File: config.mk
export PLATFORM = sky130hd
export DESIGN_NAME = sub_seg_pipe_flat
export DESIGN_NICKNAME = d
export VERILOG_FILES = /design/src/rtl/sub_seg_pipe_pkg.sv /design/src/rtl/sub_seg_pipe_if.sv /design/src/rtl/sub_seg_pipe_stage.sv /design/src/rtl/sub_seg_pipe.sv /design/src/flat_wrapper.sv
export SDC_FILE = /design/constraint.sdc
export NUM_CORES = 2
export LEC_CHECK = 0
export ABC_AREA = 1
export BUFFER_PORTS_ARGS = -buffer_cell sky130_fd_sc_hd__buf_4
export CELL_PAD_IN_SITES_DETAIL_PLACEMENT = 1
export CELL_PAD_IN_SITES_GLOBAL_PLACEMENT = 2
export CORE_MARGIN = 8
export CORE_UTILIZATION = 35
export DETAILED_ROUTE_END_ITERATION = 8
export GPL_ROUTABILITY_DRIVEN = 1
export HOLD_SLACK_MARGIN = 0.08
export PLACE_DENSITY = 0.92
export RECOVER_POWER = 50
export SLEW_MARGIN = 20
export SYNTH_ARGS = -nofsm -noshare
export SYNTH_HDL_FRONTEND = slang
export SYNTH_HIERARCHICAL = 1
export SYNTH_SLANG_ARGS = --single-unit
File: constraint.sdc
create_clock -name clk -period 4.05 [get_ports clk]
set_input_delay 0.2025 -clock clk [delete_from_list [all_inputs] [get_ports clk]]
set_output_delay 0.2025 -clock clk [all_outputs]
set_load 0.03 [all_outputs]
File: src/rtl/sub_seg_pipe_pkg.sv
// Shared sizing helpers for the segmented subtract pipeline.
// Segment count, latency and top-segment width derive from the operand width.
package sub_seg_pkg;

    function automatic int nseg_f(input int w, input int s);
        return (w + s - 1) / s;
    endfunction

    function automatic int lat_f(input int w, input int s);
        return nseg_f(w, s) + 1;
    endfunction

    function automatic int top_w_f(input int w, input int s);
        return (w % s == 0) ? s : (w % s);
    endfunction

endpackage

File: src/rtl/sub_seg_pipe_if.sv
// Operand/result bundle for the segmented subtract pipeline.
// master drives operands, slave returns the difference and flags.
interface sub_seg_pipe_if #(
    parameter int IN_WIDTH = 254
);
    logic                       in_valid;
    logic signed [IN_WIDTH-1:0] A;
    logic signed [IN_WIDTH-1:0] B;
    logic signed [IN_WIDTH:0]   D;
    logic                       lt;
    logic                       eq;
    logic                       out_valid;

    modport master (
        output in_valid, A, B,
        input  D, lt, eq, out_valid
    );

    modport slave (
        input  in_valid, A, B,
        output D, lt, eq, out_valid
    );
endinterface

File: src/rtl/sub_seg_pipe_stage.sv
// One registered subtract segment: a - b - borrow_in.
// Emits the segment difference, borrow_out and a running zero flag.
module sub_seg_stage #(
    parameter int W = 64
) (
    input  logic         clk,
    input  logic         reset,
    input  logic [W-1:0] a_i,
    input  logic [W-1:0] b_i,
    input  logic         bin_i,
    input  logic         zin_i,
    output logic [W-1:0] d_o,
    output logic         bout_o,
    output logic         z_o
);
    logic [W:0]   diff;
    logic [W-1:0] d_d, d_q;
    logic         bout_d, bout_q;
    logic         z_d, z_q;

    // The extra MSB of the widened difference is the borrow out
    always_comb begin
        diff   = {1'b0, a_i} - {1'b0, b_i} - {{W{1'b0}}, bin_i};
        d_d    = diff[W-1:0];
        bout_d = diff[W];
        z_d    = zin_i & (diff[W-1:0] == '0);
    end

    always_ff @(posedge clk) begin
        if (reset) begin
            d_q    <= '0;
            bout_q <= 1'b0;
            z_q    <= 1'b0;
        end else begin
            d_q    <= d_d;
            bout_q <= bout_d;
            z_q    <= z_d;
        end
    end

    assign d_o    = d_q;
    assign bout_o = bout_q;
    assign z_o    = z_q;
endmodule

File: src/rtl/sub_seg_pipe.sv
// Signed A-B with a borrow-chained, segment-per-stage pipeline.
// Operands are skewed in, results deskewed out, so throughput is one pair per cycle.
module sub_seg_pipe
    import sub_seg_pkg::*;
#(
    parameter int IN_WIDTH    = 254,
    parameter int STAGE_WIDTH = 64
) (
    input  logic           clk,
    input  logic           reset,
    sub_seg_pipe_if.slave  bus
);
    localparam int NSEG = nseg_f(IN_WIDTH, STAGE_WIDTH);
    localparam int LAT  = lat_f(IN_WIDTH, STAGE_WIDTH);
    localparam int TW   = top_w_f(IN_WIDTH, STAGE_WIDTH);

    logic [IN_WIDTH-1:0] a_q, b_q;
    logic [LAT-1:0]      v_d, v_q;
    logic [NSEG-1:0]     bw;
    logic [NSEG-1:0]     zw;
    logic [IN_WIDTH:0]   d_all;
    logic                eq_w;
    logic                top_bout_unused;

    always_ff @(posedge clk) begin
        a_q <= bus.A;
        b_q <= bus.B;
    end

    always_comb v_d = {v_q[LAT-2:0], bus.in_valid};

    always_ff @(posedge clk) begin
        if (reset) v_q <= '0;
        else       v_q <= v_d;
    end

    assign bw[0] = 1'b0;
    assign zw[0] = 1'b1;

    for (genvar k = 0; k < NSEG; k++) begin : g_seg
        localparam bit IS_TOP = (k == NSEG - 1);
        localparam int SW     = IS_TOP ? TW : STAGE_WIDTH;
        localparam int W      = IS_TOP ? TW + 1 : STAGE_WIDTH;
        localparam int LO     = k * STAGE_WIDTH;
        localparam int DLY    = NSEG - 1 - k;

        logic [SW-1:0] a_k, b_k;
        logic [W-1:0]  a_s, b_s, d_s;
        logic          bout, z;

        if (k == 0) begin : g_nosk
            assign a_k = a_q[LO +: SW];
            assign b_k = b_q[LO +: SW];
        end else begin : g_sk
            logic [SW-1:0] a_sk_q [k];
            logic [SW-1:0] b_sk_q [k];

            always_ff @(posedge clk) begin
                a_sk_q[0] <= a_q[LO +: SW];
                b_sk_q[0] <= b_q[LO +: SW];
                for (int j = 1; j < k; j++) begin
                    a_sk_q[j] <= a_sk_q[j-1];
                    b_sk_q[j] <= b_sk_q[j-1];
                end
            end

            assign a_k = a_sk_q[k-1];
            assign b_k = b_sk_q[k-1];
        end

        // Top segment carries one sign-extension bit, so D never overflows
        if (IS_TOP) begin : g_ext
            assign a_s = {a_k[SW-1], a_k};
            assign b_s = {b_k[SW-1], b_k};
        end else begin : g_noext
            assign a_s = a_k;
            assign b_s = b_k;
        end

        sub_seg_stage #(.W(W)) u_stage (
            .clk    (clk),
            .reset  (reset),
            .a_i    (a_s),
            .b_i    (b_s),
            .bin_i  (bw[k]),
            .zin_i  (zw[k]),
            .d_o    (d_s),
            .bout_o (bout),
            .z_o    (z)
        );

        if (IS_TOP) begin : g_top
            assign eq_w            = z;
            assign top_bout_unused = bout;
        end else begin : g_chain
            assign bw[k+1] = bout;
            assign zw[k+1] = z;
        end

        if (DLY == 0) begin : g_nodsk
            assign d_all[LO +: W] = d_s;
        end else begin : g_dsk
            logic [W-1:0] dk_q [DLY];

            always_ff @(posedge clk) begin
                if (reset) begin
                    for (int j = 0; j < DLY; j++) dk_q[j] <= '0;
                end else begin
                    dk_q[0] <= d_s;
                    for (int j = 1; j < DLY; j++) dk_q[j] <= dk_q[j-1];
                end
            end

            assign d_all[LO +: W] = dk_q[DLY-1];
        end
    end

    assign bus.D         = d_all;
    assign bus.lt        = d_all[IN_WIDTH];
    assign bus.eq        = eq_w;
    assign bus.out_valid = v_q[LAT-1];
endmodule
File: src/flat_wrapper.sv
// flat-port wrapper written by rule: the top's interface ports become plain ports
module sub_seg_pipe_flat import sub_seg_pkg::*;
#(
    parameter int IN_WIDTH    = 254,
    parameter int STAGE_WIDTH = 64
)
  (clk, reset, bus_in_valid, bus_A, bus_B, bus_D, bus_lt, bus_eq, bus_out_valid);
  sub_seg_pipe_if #(.IN_WIDTH(IN_WIDTH)) bus_i ();
  input  logic clk;
  input  logic reset;
  input wire logic [$bits(bus_i.in_valid)-1:0] bus_in_valid;
  input wire logic [$bits(bus_i.A)-1:0] bus_A;
  input wire logic [$bits(bus_i.B)-1:0] bus_B;
  output wire logic [$bits(bus_i.D)-1:0] bus_D;
  output wire logic [$bits(bus_i.lt)-1:0] bus_lt;
  output wire logic [$bits(bus_i.eq)-1:0] bus_eq;
  output wire logic [$bits(bus_i.out_valid)-1:0] bus_out_valid;
  assign bus_i.in_valid = bus_in_valid;
  assign bus_i.A = bus_A;
  assign bus_i.B = bus_B;
  assign bus_D = bus_i.D;
  assign bus_lt = bus_i.lt;
  assign bus_eq = bus_i.eq;
  assign bus_out_valid = bus_i.out_valid;
  sub_seg_pipe #(.IN_WIDTH(IN_WIDTH), .STAGE_WIDTH(STAGE_WIDTH)) u_core (.clk(clk), .reset(reset), .bus(bus_i));
endmodule
==> out/results.ini <==
[drt]
drt-total-wl_um=314000
first_pass_iters=5
wl_per_cell_um=22.2
ant_nets=0
viasPerCell=4.61
vias=65200
drtIter0Drc=4076
drc=0

[setup_path]
critical_path_class=reg -> reg
r2r_start=u_core/g_seg[2].g_sk.a_sk_q[0][76]$_DFF_P_
crit_family=simple AND/OR/NAND/NOR gates
critPathMaxStageDelay_ps=450
rr_worst_depth=22
crit_fanout=4
worstPathCellList=inv_1 -> ha_1 -> inv_1 -> ha_1 -> nand2_1 -> inv_1 -> nand2_1 -> inv_2 -> nand2_1 -> inv_1 -> nand2_1 -> nand2_1 -> nand2_1 -> nand2_1 -> nand2_1 -> nor2_1 -> nand2_1 -> nor2_1 -> nand3_1 -> nor2_1 -> nand3_1 -> nor2_1
crit_slowest_cell=ha_1
critPathLaunchType=register
crit_start=u_core/g_seg[2].g_sk.a_sk_q[0][76]$_DFF_P_
crit_path_end_kind=register
worstPathRequired_ps=4820
cp_num_buf_inv=5
crit_path_frequent_cell=nand2_1
cp.depth=22
arrival_ps=4770

[grt]
grt_pass1_wl_um=462000
grt_pass1_vias=72400
grt_max_degree=207
grt_antenna_before_repair=39
grt_overflow=0
track_usage=0.267

[cts]
cts.htree.levels=4
cts-root-buf=clkbuf_16
clkLatencyLatePin_ps=910
clkTransAtPathRegs_ps=90
cts_tree=done
clock_path_buffers=3
cts_buffers=186
clkSinkCount=1915

[timing]
rsz0062_at_grt=false
worstMarginPinSlew_ps=1160
fin_setup_tns_ps=0
slew_viol_final=0
relSlewSlack=0.228
final-setup-viol-count=0
fmax_mhz=250
skew_ps=115
timing_hold_violations_final=0
period_share=0.987
finalCriticalPeriod_ps=4000

[cells_and_area]
final_cell_mix=inv_1 (2,248), nand2_1 (2,248), dfxtp_1 (1,915)
areaGrowthSynthToFinish_pct=33.2
drive_gt1_frac=0.115
instances_no_fill=14100
nNetsFinal=12200

[worst_hold_path]
hp-start=bus_A[198]
holdCritPathClass=in -> reg
min_path_cells=2

[power_and_ir_drop]
peakVddDrop_uv=527
switching_power_mw=16.3
p_int_mw=34.4
p_clk_frac=0.375
p_seq_frac=0.412
cellLeakagePower_nw=50.5
swShare=0.322
combPwrFrac=0.213
power_density_mw_per_mm2=513

[place]
hpwl_um=208000
post-place-cells=12800
io_buffers=768
gp_congestion=0.927

[die]
start_util=0.351
die_x_um=476
ios=769
core.rowCount=169
die_y_um=476
dieArea_mm2=0.227
core_mm2=0.211

[job]
drv_cap=0

[synthesis]
netlist_instances=9371
yosysWarnings=6
synth_nets=10400
avgSynthCellArea_um2=7.91
syn_area_mm2=0.0741

[outcome]
status=completed

==> per-stage QoR <==
step / hold WS [ps] / power [mW] / cell area (um2) / setup WS, ps / utilization
after global routing: 104 / 52.7 / 98700 / 67.2 / 0.467
final: 136 / 50.7 / 98700 / 51.7 / 0.467
after detailed placement: 308 / 30.6 / 82000 / 426 / 0.388
after global placement: 307 / 30.4 / 82000 / 439 / 0.388
after CTS: 80.3 / 49.8 / 98700 / 420 / 0.467
after floorplan: 230 / 26.8 / 74100 / 1010 / -
==> power by group through the flow <==
stage,Combinational (mW),Sequential (mW),Clock [mW]
after floorplan,5.50,21.3,0
after global placement,9.31,21.1,0
after detailed placement,9.44,21.2,0
after CTS,10.3,20.8,18.7
after global routing,11.7,21.0,20.1
final,10.8,20.9,19.0
==> cell type report <==
class | instances | area, um2
sequential | 1915 | 38300
antenna | 25 | 62.6
inverter | 2285 | 8580
timing repair buffer | 1783 | 15900
clock buffer | 249 | 5240
multi-input combinational | 4971 | 25700
tap | 2821 | 3530
clock inverter | 96 | 1360
fill | 25000 | 113000
==> flip-flops by register name (all words and copies together), names as in the netlist <==
name                         count
u_core/a_q                     254
u_core/g_seg.u_stage/z_o         4
u_core/g_seg.g_sk.a_sk_q       378
u_core/g_seg.g_dsk.dk_q        384
u_core/b_q                     254
u_core/g_seg.u_stage/bout_o      3
u_core/v_q                       5
u_core/g_seg.g_sk.b_sk_q       378
u_core/g_seg.u_stage/d_o       255
==> worst register-to-register path, delay by kind of cell, from the launching register on <==
family / cells / cell delay, ps
simple gates: 15 / 2140
fa+ha+maj: 2 / 740
buf+inv: 5 / 640
flops: 1 / 360
==> layer usage <==
layer,vias up,GRT usage,wire (um)
met5,-,0,94
met4,14,0.148,20100
met3,841,0.0476,15100
met2,2029,0.472,154000
met1,31200,0.304,125000
li1,31100,-,-
==> path summary, 6_finish.rpt <==
check / slack [ps] / to
hold reg to reg: 260 / u_core/g_seg[2].g_sk.b_sk_q[0][126]$_DFF_P_
setup / recovery: 50 / u_core/g_seg[2].u_stage/z_o$_SDFF_PP0_
setup reg to reg: 50 / u_core/g_seg[2].u_stage/z_o$_SDFF_PP0_
hold / removal: 140 / u_core/a_q[198]$_DFF_P_
==> repair_timing <==
action	in CTS	in global routing
buffers inserted	0	0
resized for setup	0	0
endpoints found under the hold margin	574	2
hold buffers	1001	2
Note: power is estimated with default switching activity, not from simulation.
